`src/rtl/cv32e40s_integrity_alert.sv`:
```
// Integrity alert aggregator: edge-detects hardening error flags, pulses a minor
// alert per event and escalates to a reset-only LOCKED state via a leaky bucket.
module cv32e40s_integrity_alert #(
  parameter int unsigned          NUM_SRC     = 4,
  parameter logic [NUM_SRC-1:0]   MAJOR_MASK  = 4'b0001,
  parameter int unsigned          THRESHOLD   = 4,
  parameter int unsigned          LEAK_PERIOD = 1024
) (
  input  logic                               clk,
  input  logic                               rst,
  input  logic [NUM_SRC-1:0]                 err_src_i,
  output logic                               alert_minor_o,
  output logic                               alert_major_o,
  output logic [NUM_SRC-1:0]                 err_cause_o,
  output logic [$clog2(THRESHOLD+1)-1:0]     err_count_o,
  output logic [1:0]                         state_o
);

  localparam int unsigned CW = $clog2(THRESHOLD + 1);
  localparam int unsigned TW = $clog2(LEAK_PERIOD);

  localparam logic [CW-1:0] THR_C   = CW'(THRESHOLD);
  localparam logic [CW-1:0] ONE_C   = CW'(1);
  localparam logic [TW-1:0] LP_MAX  = TW'(LEAK_PERIOD - 1);
  localparam logic [TW-1:0] T_ONE   = TW'(1);

  typedef enum logic [1:0] {
    IDLE   = 2'b00,
    ACTIVE = 2'b01,
    LOCKED = 2'b10
  } state_e;

  state_e               state_q;
  logic [NUM_SRC-1:0]   src_q;
  logic [NUM_SRC-1:0]   src_qq;
  logic [NUM_SRC-1:0]   cause_q;
  logic [CW-1:0]        count_q;
  logic [TW-1:0]        timer_q;
  logic                 minor_q;

  logic [NUM_SRC-1:0]   new_evt;
  logic                 evt;
  logic                 maj;

  // A source held high registers only its rising edge.
  assign new_evt = src_q & ~src_qq;
  assign evt     = |new_evt;
  assign maj     = |(new_evt & MAJOR_MASK);

  always_ff @(posedge clk or posedge rst) begin
    if (rst) begin
      state_q <= IDLE;
      src_q   <= '0;
      src_qq  <= '0;
      cause_q <= '0;
      count_q <= '0;
      timer_q <= '0;
      minor_q <= 1'b0;
    end else begin
      src_q   <= err_src_i;
      src_qq  <= src_q;
      cause_q <= cause_q | new_evt;
      minor_q <= 1'b0;
      case (state_q)
        IDLE: begin
          if (maj) begin
            state_q <= LOCKED;
          end else if (evt) begin
            if (THRESHOLD == 1) begin
              state_q <= LOCKED;
              count_q <= THR_C;
            end else begin
              state_q <= ACTIVE;
              count_q <= ONE_C;
              timer_q <= '0;
              minor_q <= 1'b1;
            end
          end
        end
        ACTIVE: begin
          if (maj) begin
            state_q <= LOCKED;
          end else if (evt) begin
            // An event always beats a coincident leak tick.
            timer_q <= '0;
            if (count_q + ONE_C == THR_C) begin
              state_q <= LOCKED;
              count_q <= THR_C;
            end else begin
              count_q <= count_q + ONE_C;
              minor_q <= 1'b1;
            end
          end else if (timer_q == LP_MAX) begin
            timer_q <= '0;
            if (count_q == ONE_C) begin
              state_q <= IDLE;
              count_q <= '0;
            end else begin
              count_q <= count_q - ONE_C;
            end
          end else begin
            timer_q <= timer_q + T_ONE;
          end
        end
        LOCKED: begin
        end
        default: begin
          state_q <= LOCKED;
        end
      endcase
    end
  end

  assign alert_minor_o = minor_q;
  assign alert_major_o = (state_q == LOCKED);
  assign err_cause_o   = cause_q;
  assign err_count_o   = count_q;
  assign state_o       = state_q;

endmodule

```
`config.mk`:
```
export PLATFORM = sky130hd
export DESIGN_NAME = cv32e40s_integrity_alert
export DESIGN_NICKNAME = d
export VERILOG_FILES = /design/src/rtl/cv32e40s_integrity_alert.sv
export SDC_FILE = /design/constraint.sdc
export NUM_CORES = 1
export LEC_CHECK = 0
export ABC_CLOCK_PERIOD_IN_PS = 2600
export CAP_MARGIN = 30
export CELL_PAD_IN_SITES_DETAIL_PLACEMENT = 1
export CELL_PAD_IN_SITES_GLOBAL_PLACEMENT = 2
export CORE_UTILIZATION = 37
export CTS_CLUSTER_SIZE = 10
export DETAILED_ROUTE_END_ITERATION = 8
export PLACE_DENSITY_LB_ADDON = 0.1
export SYNTH_ARGS = -nofsm -noshare
export SYNTH_HDL_FRONTEND = slang
export SYNTH_SLANG_ARGS = --single-unit
```
`constraint.sdc`:
```
create_clock -name clk -period 2.6 [get_ports clk]
set_input_delay 0.39 -clock clk [delete_from_list [all_inputs] [get_ports clk]]
set_output_delay 0.39 -clock clk [all_outputs]
set_load 0.05 [all_outputs]
```
After elaboration in Yosys (flattened, before gate mapping)
Cells that the tools add are included.
{"block": "totals", "ff_bits": 28, "inputBits": 6}
{"block": "op_classes", "reduce_logical": 6, "eq_ne": 13, "mux": 28, "add_sub_neg": 3, "n_bitwise": 4}
{"operator": "$mux 10", "count": 5}
{"operator": "$mux 3", "count": 7}
{"operator": "$pmux 10 s2", "count": 1}
{"operator": "$mux 2", "count": 7}
{"operator": "$ne 4x4->1 const B", "count": 3}
{"operator": "$add 10x1->10 const B", "count": 1}
{"operator": "$eq 10x10->1 const B", "count": 1}
{"operator": "$reduce_and 5->1", "count": 2}
{"operator": "$ne 2x2->1 const B", "count": 3}
{"operator": "$ne 3x3->1 const B", "count": 2}
{"operator": "$pmux 2 s3", "count": 1}
{"operator": "$pmux 3 s2", "count": 1}
{"operator": "$mux 1", "count": 5}
{"operator": "$and 4x4->4", "count": 1}
{"operator": "$not 4->4", "count": 1}
{"operator": "$or 4x4->4", "count": 1}
{"operator": "$reduce_and 4->1", "count": 1}
{"operator": "$reduce_or 4->1", "count": 1}
{"operator": "$add 3x1->3 const B", "count": 1}
{"operator": "$eq 3x1->1 const B", "count": 1}
{"operator": "$eq 3x3->1 const B", "count": 1}
{"operator": "$sub 3x1->3 const B", "count": 1}
{"operator": "$eq 2x1->1 const B", "count": 1}
{"operator": "$eq 2x2->1 const B", "count": 1}
{"operator": "4 further kinds", "count": 4}

Depth between registers and ports, before layout
Gate-level depths: netlist of the first run.
{"block": "depth", "depth_word": 6, "ltp_mapped": 7, "mapped_depth_nobuf": 7}

Worst setup path after synthesis of the first run
Ideal clock, no wire load.
{"block": "synth_path", "kind": "register -> register", "startpoint": "register state_q[0], in the netlist state_o[0]", "endpoint": "register count_q[2], in the netlist err_count_o[2]", "setup_time_ns": 0.110, "path_slack_ns": 0.741, "n_path_buf": 2, "synth_period_minus_slack_ns": 1.859, "t_arrival_ns": 1.749, "path_stages_with_launch": 8, "required_ns": 2.490, "cell_sequence": "dfrtp_1 nand2b_1 nand2b_4 buf_6 nor3_4 buf_6 o21ai_0 o41ai_1"}
{"block": "synth_between", "elab_chain_len": 3}
{"element": "start, declared", "line": "33", "source": "state_e state_q;"}
{"element": "start signal, assigned", "line": "52", "source": "state_q <= IDLE;"}
{"element": "start signal, assigned", "line": "67", "source": "state_q <= LOCKED;"}
{"element": "start signal, assigned", "line": "70", "source": "state_q <= LOCKED;"}
{"element": "$eq 2x1->1 / $logic_not 2->1 (equally long branches)", "line": "64", "source": "case (state_q)"}
{"element": "$ne 3x3->1 (no line) (tied with other cells)"}
{"element": "$reduce_and 5->1 (no line)"}
{"element": "end signal, assigned", "line": "90", "source": "count_q <= count_q + ONE_C;"}
{"element": "end signal, assigned", "line": "99", "source": "count_q <= count_q - ONE_C;"}
{"element": "end, declared", "line": "37", "source": "logic [CW-1:0] count_q;"}
Several ways; a longest one is shown, not always the timed one.
A chain may end at the register's enable or synchronous reset.

Worst setup path in the final report of the first run
{"block": "layout_path", "startpoint": "register state_q[0], in the netlist state_o[0]", "endpoint": "output alert_major_o"}
{"block": "layout_between", "elab_chain_len": 1}
{"element": "$eq 2x2->1", "line": "115", "source": "assign alert_major_o = (state_q == LOCKED);"}
{"element": "end, declared", "line": "13", "source": "output logic alert_major_o,"}
Every way passes these cells.

==> run_summary.xml, run 1 <==
<?xml version="1.0" encoding="UTF-8"?>
<metrics>
  <group name="clocking">
    <metric name="clkSlewWorstSetupHoldPaths" unit="ns">0.15</metric>
    <metric name="number_of_sinks_handled_by_clock_tree_synthesis" unit="">28</metric>
    <metric name="ctsHtreeMaxLevel" unit="">1</metric>
    <metric name="cts_hold_buffers_added" unit="">0</metric>
    <metric name="cts_inserted_buffers" unit="">3</metric>
    <metric name="ctsRootBufferMaster" unit="">sky130_fd_sc_hd__clkbuf_4</metric>
    <metric name="tritoncts_clock_tree" unit="">done</metric>
    <metric name="worst_skew_pair.late_latency" unit="ns">0.33</metric>
    <metric name="post_cts_resized" unit="">0</metric>
    <metric name="cts.repair_timing.setup_buffer_count" unit="">0</metric>
    <metric name="clock_path_buffers" unit="">2</metric>
  </group>
  <group name="critical_path">
    <metric name="slowest_stage_cell_crit_path" unit="">sky130_fd_sc_hd__clkdlybuf4s50_1</metric>
    <metric name="timing.critical_path.cells" unit="">nor2b_1 &gt; clkdlybuf4s50_1</metric>
    <metric name="crit_arrival" unit="ns">1.74</metric>
    <metric name="crit_path_end_kind" unit="">output pin</metric>
    <metric name="worstRegToRegCells" unit="">5</metric>
    <metric name="worst_r2r_startpoint" unit="">timer_q[0]</metric>
    <metric name="timing.critical_path.from_type" unit="">flip-flop</metric>
    <metric name="critPathMaxStageDelay" unit="ns">0.81</metric>
    <metric name="timing.setup.critical_path_class" unit="">flip-flop to output pin</metric>
    <metric name="path_max_fanout" unit="">7</metric>
    <metric name="critical_path_source" unit="">state_o[0]</metric>
    <metric name="required" unit="ns">2.21</metric>
  </group>
  <group name="drt">
    <metric name="drt_first_pass_iters" unit="">4</metric>
    <metric name="drt_drc_violations_left" unit="">0</metric>
    <metric name="drt-total-wl" unit="µm">2700</metric>
    <metric name="antenna_violating_nets_post_route" unit="">0</metric>
    <metric name="wl_per_cell" unit="µm">14.5</metric>
    <metric name="detail_route.iter0.violations" unit="">23</metric>
    <metric name="dr_total_vias" unit="">994</metric>
    <metric name="detailed_route_vias_per_instance" unit="">5.32</metric>
  </group>
  <group name="synthesis">
    <metric name="syn_nets" unit="">135</metric>
    <metric name="synth_cells" unit="">124</metric>
    <metric name="netlist_area" unit="µm²">1340</metric>
    <metric name="syn-mean-instance-area" unit="µm²">10.8</metric>
    <metric name="seq_area_frac_synth" unit="">0.524</metric>
    <metric name="ys_seq_elements" unit="">28</metric>
    <metric name="synth_compound_area_frac" unit="">0.143</metric>
    <metric name="synth_adder_area_share" unit="">0.0468</metric>
    <metric name="share_of_the_synthesized_netlist_area_taken_by_xor_and_xnor_gates" unit="">0.00655</metric>
    <metric name="yosys-mux-area-fraction" unit="">0.0309</metric>
    <metric name="synth_top_family_by_area" unit="">simple AND/OR/NAND/NOR gates</metric>
    <metric name="yosysWarningCount" unit="">0</metric>
    <metric name="yosysUniqueCellTypes" unit="">34</metric>
    <metric name="synthSimpleGateAreaFrac" unit="">0.208</metric>
  </group>
  <group name="global_routing">
    <metric name="grt_pass1_wl" unit="µm">4930</metric>
    <metric name="grt_max_degree" unit="">29</metric>
    <metric name="grt_pass1_vias" unit="">1080</metric>
    <metric name="antenna_found_initial" unit="">0</metric>
    <metric name="grtUsageTotal" unit="">0.160</metric>
    <metric name="grt_overflow" unit="">0</metric>
  </group>
  <group name="power">
    <metric name="total_power_per_unit_cell_area" unit="nW/µm²">527</metric>
    <metric name="power_report.internal_total" unit="µW">640</metric>
    <metric name="power.combinational.fraction" unit="">0.109</metric>
    <metric name="switching_share" unit="">0.234</metric>
    <metric name="cell_leakage_power" unit="nW">0.665</metric>
    <metric name="power.ir.vdd_worst" unit="mV">0.178</metric>
    <metric name="report.power.total" unit="µW">836</metric>
    <metric name="clock_power_share" unit="">0.345</metric>
    <metric name="power.share.sequential" unit="">0.546</metric>
    <metric name="total_net_switching_power" unit="µW">196</metric>
  </group>
  <group name="sta">
    <metric name="finClkSkew" unit="ns">0.00881</metric>
    <metric name="slew_violations" unit="">0</metric>
    <metric name="layout_min_cycle_time" unit="ns">2.13</metric>
    <metric name="unrepaired_setup_endpoints_after_global_routing" unit="">no</metric>
    <metric name="period_share" unit="">0.821</metric>
    <metric name="max_freq" unit="GHz">0.469</metric>
    <metric name="setup_violations" unit="">0</metric>
    <metric name="setup_tns" unit="ns">0</metric>
    <metric name="final_critical_path_setup_slack" unit="ns">0.466</metric>
    <metric name="worstMarginPinSlew" unit="ns">0.638</metric>
    <metric name="report.final.hold_viol_count" unit="">0</metric>
    <metric name="max_slew_margin" unit="">0.573</metric>
  </group>
  <group name="die">
    <metric name="initial_utilization" unit="">0.395</metric>
    <metric name="die_w" unit="µm">62.1</metric>
    <metric name="core_area" unit="µm²">3390</metric>
    <metric name="io-pin-count" unit="">17</metric>
    <metric name="die_area" unit="µm²">3860</metric>
    <metric name="placement_rows" unit="">21</metric>
    <metric name="floorplan.die.height" unit="µm">62.1</metric>
  </group>
  <group name="place">
    <metric name="place_congestion" unit="">0.742</metric>
    <metric name="place_ws" unit="ns">0.591</metric>
    <metric name="detailedPlacementHpwl" unit="µm">2000</metric>
    <metric name="detailed_place.area" unit="µm²">1530</metric>
    <metric name="port_buffers" unit="">16</metric>
  </group>
  <group name="cells_and_area">
    <metric name="n_antenna_cell" unit="">0</metric>
    <metric name="area.growth.synth_to_final" unit="%">18.6</metric>
    <metric name="fillcell_total" unit="">374</metric>
    <metric name="nets" unit="">153</metric>
    <metric name="final_core_util" unit="">0.468</metric>
    <metric name="post_route_cells_drive_above_1_share" unit="">0.0780</metric>
    <metric name="layout_common_cells" unit="">sky130_fd_sc_hd__dfrtp_1, sky130_fd_sc_hd__clkdlybuf4s50_1, sky130_fd_sc_hd__nand2_1, sky130_fd_sc_hd__nand2b_1, sky130_fd_sc_hd__o21ai_0</metric>
    <metric name="final_common_cell" unit="">sky130_fd_sc_hd__dfrtp_1</metric>
    <metric name="final_design_instance_area_without_fill" unit="µm²">1590</metric>
  </group>
  <group name="job">
    <metric name="timing.max_cap.violations" unit="">0</metric>
  </group>
  <group name="outcome">
    <metric name="status" unit="">finished, final reports clean</metric>
  </group>
  <group name="worst_hold_path">
    <metric name="hold_class" unit="">primary input to async pin</metric>
  </group>
</metrics>
## layout make-up
class / instances / area (µm²) / area share
clock buffer: 3 / 22.5 / 0.0142
clock inverter: 1 / 30.0 / 0.0189
inverter: 5 / 18.8 / 0.0118
multi-input combinational: 86 / 582 / 0.367
tap: 46 / 57.6 / 0.0363
sequential: 28 / 701 / 0.442
timing repair buffer: 18 / 175 / 0.110
## metrics by stage
stage                     hold slack, ns  std cells
after floorplan                    0.355        124
after global placement             0.365        183
after detailed placement           0.369        183
after CTS                          0.407        187
after global routing               0.422        187
final                              0.394        187
## layer usage
metal / track usage / part of all wire / routed length, µm / vias to the layer above
met2: 0.280 / 0.50 / 1370 / 14
li1: - / - / - / 472
met3: 0.0165 / 0.023 / 61 / 5
met5: 0 / 0 / 0 / -
met1: 0.199 / 0.45 / 1220 / 503
met4: 0.0698 / 0.020 / 53 / 0
## cells by family (layout without fill, tap and decap cells)
family,count (synthesis),after routing
fa+ha+maj,5,5
compound gates,28,28
mux,4,4
flops,28,28
simple gates,48,48
buf+inv,10,27
xor+xnor,1,1
## final timing paths
kind / slack (ns) / endpoint
max: 0.47 / alert_major_o
min: 0.39 / timer_q[5]
max reg2reg: 0.56 / timer_q[9]
min reg2reg: 0.40 / src_qq[1]
max in group asynchronous: 1.93 / src_q[3]
min in group clk: 0.40 / src_qq[1]
## Yosys cell counts
| cell | instances | area share |
|---|---|---|
| sky130_fd_sc_hd__dfrtp_1 | 28 | 0.52 |
| sky130_fd_sc_hd__nand2_1 | 10 | 0.028 |
| sky130_fd_sc_hd__nand2b_1 | 9 | 0.042 |
| sky130_fd_sc_hd__o21ai_0 | 9 | 0.034 |
| sky130_fd_sc_hd__nor2_1 | 6 | 0.017 |
| sky130_fd_sc_hd__ha_1 | 5 | 0.047 |
| sky130_fd_sc_hd__inv_1 | 5 | 0.014 |
| sky130_fd_sc_hd__nand3_1 | 5 | 0.019 |
| sky130_fd_sc_hd__nor3_1 | 4 | 0.015 |
| sky130_fd_sc_hd__a21o_1 | 3 | 0.017 |
| sky130_fd_sc_hd__a21oi_1 | 3 | 0.011 |
| sky130_fd_sc_hd__a22o_1 | 3 | 0.020 |
| sky130_fd_sc_hd__and4_1 | 3 | 0.020 |
| sky130_fd_sc_hd__mux2i_1 | 3 | 0.022 |
| sky130_fd_sc_hd__nor2b_1 | 3 | 0.014 |
| sky130_fd_sc_hd__and3_1 | 2 | 0.0094 |
| sky130_fd_sc_hd__buf_2 | 2 | 0.0075 |
| sky130_fd_sc_hd__buf_6 | 2 | 0.017 |
| sky130_fd_sc_hd__nand4_1 | 2 | 0.0094 |
| sky130_fd_sc_hd__o21ai_1 | 2 | 0.0075 |
| sky130_fd_sc_hd__o41ai_1 | 2 | 0.013 |
| sky130_fd_sc_hd__a22oi_1 | 1 | 0.0056 |
| sky130_fd_sc_hd__a311oi_1 | 1 | 0.0065 |
| sky130_fd_sc_hd__clkbuf_1 | 1 | 0.0028 |
| sky130_fd_sc_hd__mux2_2 | 1 | 0.0084 |
| sky130_fd_sc_hd__nand2b_4 | 1 | 0.010 |
| sky130_fd_sc_hd__nand3_2 | 1 | 0.0075 |
| sky130_fd_sc_hd__nor3_4 | 1 | 0.012 |
| sky130_fd_sc_hd__o311a_1 | 1 | 0.0075 |
| sky130_fd_sc_hd__o31a_1 | 1 | 0.0065 |
| sky130_fd_sc_hd__o31ai_1 | 1 | 0.0056 |
| sky130_fd_sc_hd__o31ai_2 | 1 | 0.0094 |
| sky130_fd_sc_hd__or3_1 | 1 | 0.0047 |
| sky130_fd_sc_hd__xnor2_1 | 1 | 0.0065 |
## power by group through the flow
stage	logic, mW	clock network, mW	registers, mW
after global placement	0.0933	0	0.464
after detailed placement	0.0929	0	0.465
after CTS	0.0934	0.300	0.457
after global routing	0.102	0.314	0.460
after floorplan	0.0507	0	0.477
final	0.0910	0.288	0.457
## worst max-delay path: cells and delay by family (launching register included)
family / cells / cell delay (ns)
flip-flops: 1 / 0.47
AND/OR/NAND/NOR: 1 / 0.14
buffers and inverters: 1 / 0.81
## sequential cells by signal, indices dropped and copies added, names as in the netlist
signal         cells
timer_q           10
err_cause_o        4
src_q              4
src_qq             4
err_count_o        3
state_o            2
alert_minor_o      1
Power figures use the tool's default switching activity.
==> inputs of run 2 (changes only) <==
- ABC_CLOCK_PERIOD_IN_PS: 2600 -> 2140
- CORE_UTILIZATION: 37 -> 35
- clock period: 2.6 -> 2.14 ns (I/O delays scaled with it)
==> run 2 against run 1 <==
  * Sequential share of layout area decreased by 0.99 points
  * Wire length fell by 0.85%
  * First-iteration DRC count rose by 4.3%
  * Sequential cell count unchanged
  * Core utilization down 2.5 points
  * Die area rose by 5.5%
  * Clock skew shrank 0.0041 ns
  * Cell area increased by 2.3%
  * Clock power rose by 43%
  * Count of clock-buffer cells in the layout stayed put
  * Via count fell by 0.40%
==> run_summary.xml, run 2 (synthesis gave the netlist of run 1 again) <==
<?xml version="1.0" encoding="UTF-8"?>
<metrics>
  <group name="outcome">
    <metric name="status" unit="">finished, final reports clean</metric>
  </group>
  <group name="cells_and_area">
    <metric name="final_common_cell" unit="">sky130_fd_sc_hd__dfrtp_1</metric>
    <metric name="final_core_util" unit="">0.443</metric>
    <metric name="layout_common_cells" unit="">sky130_fd_sc_hd__dfrtp_1, sky130_fd_sc_hd__clkdlybuf4s50_1, sky130_fd_sc_hd__nand2_1, sky130_fd_sc_hd__nand2b_1, sky130_fd_sc_hd__o21ai_0</metric>
    <metric name="largest_reg_flops" unit="">10</metric>
    <metric name="nets" unit="">155</metric>
    <metric name="post_route_cells_drive_above_1_share" unit="">0.0909</metric>
    <metric name="area.growth.synth_to_final" unit="%">21.3</metric>
    <metric name="n_antenna_cell" unit="">0</metric>
    <metric name="registers.top_by_ff_count" unit="">timer_q</metric>
  </group>
  <group name="critical_path">
    <metric name="worstRegToRegCells" unit="">6</metric>
    <metric name="critPathMaxStageDelay" unit="ns">0.80</metric>
    <metric name="timing.rr.end" unit="">err_count_o[0]</metric>
    <metric name="timing.critical_path.from_type" unit="">flip-flop</metric>
    <metric name="crit_arrival" unit="ns">1.66</metric>
    <metric name="required" unit="ns">1.82</metric>
    <metric name="worst_r2r_startpoint" unit="">timer_q[0]</metric>
    <metric name="path_max_fanout" unit="">7</metric>
    <metric name="reg2reg_slack" unit="ns">0.42</metric>
    <metric name="crit_path_end_kind" unit="">output pin</metric>
    <metric name="timing.setup.critical_path_class" unit="">flip-flop to output pin</metric>
    <metric name="slowest_stage_cell_crit_path" unit="">sky130_fd_sc_hd__clkdlybuf4s50_1</metric>
    <metric name="timing.critical_path.cells" unit="">nor2b_1 &gt; clkdlybuf4s50_1</metric>
  </group>
  <group name="sta">
    <metric name="report.final.hold_viol_count" unit="">0</metric>
    <metric name="layout_min_cycle_time" unit="ns">1.98</metric>
    <metric name="max_slew_margin" unit="">0.666</metric>
    <metric name="max_freq" unit="GHz">0.505</metric>
    <metric name="holdWs" unit="ns">0.383</metric>
    <metric name="worstMarginPinSlew" unit="ns">0.499</metric>
    <metric name="finClkSkew" unit="ns">0.00468</metric>
    <metric name="unrepaired_setup_endpoints_after_global_routing" unit="">no</metric>
    <metric name="setup_violations" unit="">0</metric>
    <metric name="setup_tns" unit="ns">0</metric>
    <metric name="slew_violations" unit="">0</metric>
    <metric name="final_critical_path_setup_slack" unit="ns">0.162</metric>
    <metric name="period_share" unit="">0.925</metric>
  </group>
  <group name="drt">
    <metric name="detailed_route_vias_per_instance" unit="">5.18</metric>
    <metric name="drt_drc_violations_left" unit="">0</metric>
    <metric name="drt_first_pass_iters" unit="">4</metric>
    <metric name="dr_total_vias" unit="">990</metric>
    <metric name="antenna_violating_nets_post_route" unit="">0</metric>
    <metric name="wl_per_cell" unit="µm">14.0</metric>
    <metric name="drt-total-wl" unit="µm">2680</metric>
    <metric name="detail_route.iter0.violations" unit="">24</metric>
  </group>
  <group name="clocking">
    <metric name="clock_path_buffers" unit="">2</metric>
    <metric name="post_cts_resized" unit="">0</metric>
    <metric name="tritoncts_clock_tree" unit="">done</metric>
    <metric name="worst_skew_pair.late_latency" unit="ns">0.27</metric>
    <metric name="ctsRootBufferMaster" unit="">sky130_fd_sc_hd__clkbuf_8</metric>
    <metric name="clkSlewWorstSetupHoldPaths" unit="ns">0.09</metric>
    <metric name="number_of_sinks_handled_by_clock_tree_synthesis" unit="">28</metric>
    <metric name="cts_hold_buffers_added" unit="">0</metric>
    <metric name="cts_inserted_buffers" unit="">3</metric>
    <metric name="ctsHtreeMaxLevel" unit="">1</metric>
    <metric name="cts.repair_timing.setup_buffer_count" unit="">0</metric>
  </group>
  <group name="place">
    <metric name="port_buffers" unit="">16</metric>
    <metric name="place_congestion" unit="">0.707</metric>
    <metric name="place_ws" unit="ns">0.432</metric>
    <metric name="detailedPlacementHpwl" unit="µm">2020</metric>
  </group>
  <group name="power">
    <metric name="cell_leakage_power" unit="nW">0.683</metric>
    <metric name="total_power_per_unit_cell_area" unit="nW/µm²">665</metric>
    <metric name="power.ir.vdd_worst" unit="mV">0.307</metric>
  </group>
  <group name="die">
    <metric name="floorplan.die.height" unit="µm">63.8</metric>
    <metric name="core_area" unit="µm²">3660</metric>
    <metric name="io-pin-count" unit="">17</metric>
    <metric name="initial_utilization" unit="">0.365</metric>
    <metric name="placement_rows" unit="">22</metric>
    <metric name="die_w" unit="µm">63.8</metric>
    <metric name="die_area" unit="µm²">4070</metric>
  </group>
  <group name="worst_hold_path">
    <metric name="hold_path_startpoint" unit="">src_q[2]</metric>
    <metric name="hold_class" unit="">flip-flop to flip-flop</metric>
    <metric name="min_delay_worst_endpoint" unit="">src_qq[2]</metric>
    <metric name="hold_path_depth" unit="">0</metric>
  </group>
  <group name="global_routing">
    <metric name="grtUsageTotal" unit="">0.151</metric>
    <metric name="grt_pass1_wl" unit="µm">4860</metric>
    <metric name="grt_max_degree" unit="">29</metric>
    <metric name="grt_overflow" unit="">0</metric>
    <metric name="grt_pass1_vias" unit="">1053</metric>
    <metric name="antenna_found_initial" unit="">0</metric>
  </group>
  <group name="job">
    <metric name="timing.max_cap.violations" unit="">0</metric>
  </group>
</metrics>
[run 2: worst max path at each step]
stage | depth (start not counted) | endpoint | from
after floorplan | 7 | err_count_o[2] | state_o[0]
after global placement | 6 | err_count_o[0] | timer_q[0]
after detailed placement | 6 | err_count_o[0] | timer_q[0]
after CTS | 2 | alert_major_o | state_o[0]
after global routing | 2 | alert_major_o | state_o[0]
final | 2 | alert_major_o | state_o[0]
[run 2: cell type report]
type	count	area, µm²
clock buffer	3	41.3
clock inverter	1	30.0
fill	427	2040
inverter	5	18.8
multi-input combinational	86	582
sequential	28	701
tap	48	60.1
timing repair buffer	20	190
[run 2: worst max-delay path, delay by kind of cell, from the launching register on]
family	cells	cell delay [ns]
flops	1	0.45
simple gates	1	0.13
buf+inv	1	0.80
[run 2: per-stage QoR]
step                      instance area (µm²)  power, mW  std cells
after floorplan                          1340      0.641        124
after global placement                   1550      0.676        187
after detailed placement                 1550      0.680        187
after CTS                                1620       1.09        191
after global routing                     1620       1.13        191
final                                    1620       1.08        191
[run 2: power by group]
part / total [mW] / internal, mW / switching (mW) / leakage [nW]
Sequential: 0.554 / 0.543 / 0.0114 / 0.343
Combinational: 0.112 / 0.0452 / 0.0670 / 0.305
Clock: 0.412 / 0.250 / 0.162 / 0.0357
[run 2: layer usage]
layer,vias to the layer above,global-route usage,part of all wire
li1,479,-,-
met1,497,0.200,0.48
met2,10,0.253,0.49
met3,4,0.0214,0.013
met4,0,0.0511,0.0097
met5,-,0,0
==> inputs of run 3 (changes only) <==
- ABC_CLOCK_PERIOD_IN_PS: 2140 -> 2400
- CORE_UTILIZATION: 35 -> 37
- clock period: 2.14 -> 2.4 ns (I/O delays scaled with it)
==> run 3 against run 2 <==
  * Cell area decreased by 1.8%
  * Setup slack better by 0.11 ns
  * Register-to-register slack improved by 0.09 ns
  * Power fell by 16%
  * Count of clock-buffer cells in the layout is the same
  * Final cell count down 1.6%
  * Clock skew is 0.0035 ns higher
  * Sequential share of layout area up 0.78 points
==> run_summary.xml, run 3 (synthesis gave the netlist of run 1 again) <==
<?xml version="1.0" encoding="UTF-8"?>
<metrics>
  <group name="die">
    <metric name="io-pin-count" unit="">17</metric>
    <metric name="floorplan.die.height" unit="µm">62.1</metric>
    <metric name="die_area" unit="µm²">3860</metric>
    <metric name="placement_rows" unit="">21</metric>
    <metric name="die_w" unit="µm">62.1</metric>
    <metric name="core_area" unit="µm²">3390</metric>
    <metric name="initial_utilization" unit="">0.395</metric>
  </group>
  <group name="cells_and_area">
    <metric name="registers.top_by_ff_count" unit="">timer_q</metric>
    <metric name="post_route_cells_drive_above_1_share" unit="">0.0845</metric>
    <metric name="fillcell_total" unit="">386</metric>
    <metric name="largest_reg_flops" unit="">10</metric>
    <metric name="n_antenna_cell" unit="">0</metric>
    <metric name="area.growth.synth_to_final" unit="%">19.2</metric>
    <metric name="nets" unit="">154</metric>
    <metric name="final_common_cell" unit="">sky130_fd_sc_hd__dfrtp_1</metric>
    <metric name="layout_common_cells" unit="">sky130_fd_sc_hd__dfrtp_1, sky130_fd_sc_hd__clkdlybuf4s50_1, sky130_fd_sc_hd__nand2_1, sky130_fd_sc_hd__nand2b_1, sky130_fd_sc_hd__o21ai_0</metric>
    <metric name="final_design_instance_area_without_fill" unit="µm²">1590</metric>
  </group>
  <group name="clocking">
    <metric name="cts_inserted_buffers" unit="">3</metric>
    <metric name="tritoncts_clock_tree" unit="">done</metric>
    <metric name="clock_path_buffers" unit="">2</metric>
    <metric name="worst_skew_pair.late_latency" unit="ns">0.33</metric>
    <metric name="ctsHtreeMaxLevel" unit="">1</metric>
    <metric name="cts_hold_buffers_added" unit="">0</metric>
    <metric name="clkSlewWorstSetupHoldPaths" unit="ns">0.15</metric>
    <metric name="cts.repair_timing.setup_buffer_count" unit="">0</metric>
    <metric name="number_of_sinks_handled_by_clock_tree_synthesis" unit="">28</metric>
    <metric name="ctsRootBufferMaster" unit="">sky130_fd_sc_hd__clkbuf_4</metric>
    <metric name="post_cts_resized" unit="">0</metric>
  </group>
  <group name="place">
    <metric name="place_congestion" unit="">0.735</metric>
    <metric name="port_buffers" unit="">16</metric>
    <metric name="detailedPlacementHpwl" unit="µm">2120</metric>
    <metric name="detailed_place.area" unit="µm²">1540</metric>
  </group>
  <group name="sta">
    <metric name="setup_violations" unit="">0</metric>
    <metric name="worstMarginPinSlew" unit="ns">0.497</metric>
    <metric name="period_share" unit="">0.888</metric>
    <metric name="max_freq" unit="GHz">0.469</metric>
    <metric name="finClkSkew" unit="ns">0.00821</metric>
    <metric name="layout_min_cycle_time" unit="ns">2.13</metric>
    <metric name="unrepaired_setup_endpoints_after_global_routing" unit="">no</metric>
    <metric name="report.final.hold_viol_count" unit="">0</metric>
    <metric name="slew_violations" unit="">0</metric>
    <metric name="setup_tns" unit="ns">0</metric>
    <metric name="max_slew_margin" unit="">0.667</metric>
  </group>
  <group name="worst_hold_path">
    <metric name="hold_class" unit="">primary input to async pin</metric>
  </group>
  <group name="critical_path">
    <metric name="path_max_fanout" unit="">7</metric>
    <metric name="crit_arrival" unit="ns">1.77</metric>
    <metric name="timing.setup.critical_path_class" unit="">flip-flop to output pin</metric>
    <metric name="timing.critical_path.from_type" unit="">flip-flop</metric>
    <metric name="crit_path_end_kind" unit="">output pin</metric>
    <metric name="required" unit="ns">2.04</metric>
  </group>
  <group name="drt">
    <metric name="drt-total-wl" unit="µm">2860</metric>
    <metric name="wl_met1" unit="µm">1270</metric>
    <metric name="wl_met2" unit="µm">1470</metric>
    <metric name="wl_met3" unit="µm">74</metric>
    <metric name="highest_layer" unit="">met4</metric>
    <metric name="dr_total_vias" unit="">1004</metric>
    <metric name="drt_first_pass_iters" unit="">4</metric>
    <metric name="drt_drc_violations_left" unit="">0</metric>
    <metric name="antenna_violating_nets_post_route" unit="">0</metric>
    <metric name="wl_per_cell" unit="µm">15.2</metric>
    <metric name="detailed_route_vias_per_instance" unit="">5.34</metric>
    <metric name="detail_route.iter0.violations" unit="">51</metric>
  </group>
  <group name="global_routing">
    <metric name="grt_pass1_wl" unit="µm">5010</metric>
    <metric name="grtUsageTotal" unit="">0.163</metric>
    <metric name="grt_pass1_vias" unit="">1044</metric>
    <metric name="grt_max_degree" unit="">29</metric>
    <metric name="antenna_found_initial" unit="">0</metric>
    <metric name="grt_overflow" unit="">0</metric>
  </group>
  <group name="job">
    <metric name="timing.max_cap.violations" unit="">0</metric>
  </group>
  <group name="outcome">
    <metric name="status" unit="">finished, final reports clean</metric>
  </group>
  <group name="power">
    <metric name="total_power_per_unit_cell_area" unit="nW/µm²">569</metric>
    <metric name="cell_leakage_power" unit="nW">0.670</metric>
    <metric name="power.ir.vdd_worst" unit="mV">0.269</metric>
  </group>
</metrics>
-- run 3: worst max-delay path, stage by stage (launching register included) --
cell	delay, ns
sky130_fd_sc_hd__dfrtp_1	0.48
sky130_fd_sc_hd__nor2b_1	0.15
sky130_fd_sc_hd__clkdlybuf4s50_1	0.81
-- run 3: per-layer routing --
| layer | vias up | global-route usage |
|---|---|---|
| met5 | - | 0 |
| met1 | 510 | 0.200 |
| met4 | 0 | 0.0785 |
| li1 | 475 | - |
| met2 | 15 | 0.287 |
| met3 | 4 | 0.0165 |
-- run 3: cell type report --
cell class | instances | area [µm²] | share of cell area
flip-flops and latches | 28 | 701 | 0.440
multi-input cells | 86 | 582 | 0.365
repair buffers | 19 | 183 | 0.115
well taps | 46 | 57.6 | 0.0361
clock inverters | 1 | 30.0 | 0.0188
clock buffers | 3 | 22.5 | 0.0141
inverters | 5 | 18.8 | 0.0118
-- run 3: stage by stage --
stage	hold slack [ns]	utilization	cells	power [mW]	worst slack, ns
global placement	0.365	0.455	184	0.604	0.645
floorplan	0.355	-	124	0.572	0.541
finish	0.377	0.470	188	0.907	0.268
detailed placement	0.378	0.455	184	0.609	0.560
global route	0.401	0.470	188	0.949	0.184
CTS	0.379	0.470	188	0.920	0.259
-- run 3: path summary, 6_finish.rpt --
kind / start / endpoint / slack [ns] / cells after the start
hold reg to reg: src_q[1] / src_qq[1] / 0.40 / 0
setup reg to reg: timer_q[0] / timer_q[9] / 0.51 / 6
min in group clk: src_q[1] / src_qq[1] / 0.40 / 0
hold / removal: rst / timer_q[5] / 0.38 / 3
setup / recovery: state_o[0] / alert_major_o / 0.27 / 2
max in group asynchronous: rst / src_q[0] / 1.75 / 3
-- run 3: report_power, final --
group,switching [mW],total (mW),internal [mW]
Clock,0.141,0.310,0.169
Sequential,0.0109,0.495,0.484
Combinational,0.0614,0.102,0.0407
Total,0.213,0.907,0.694
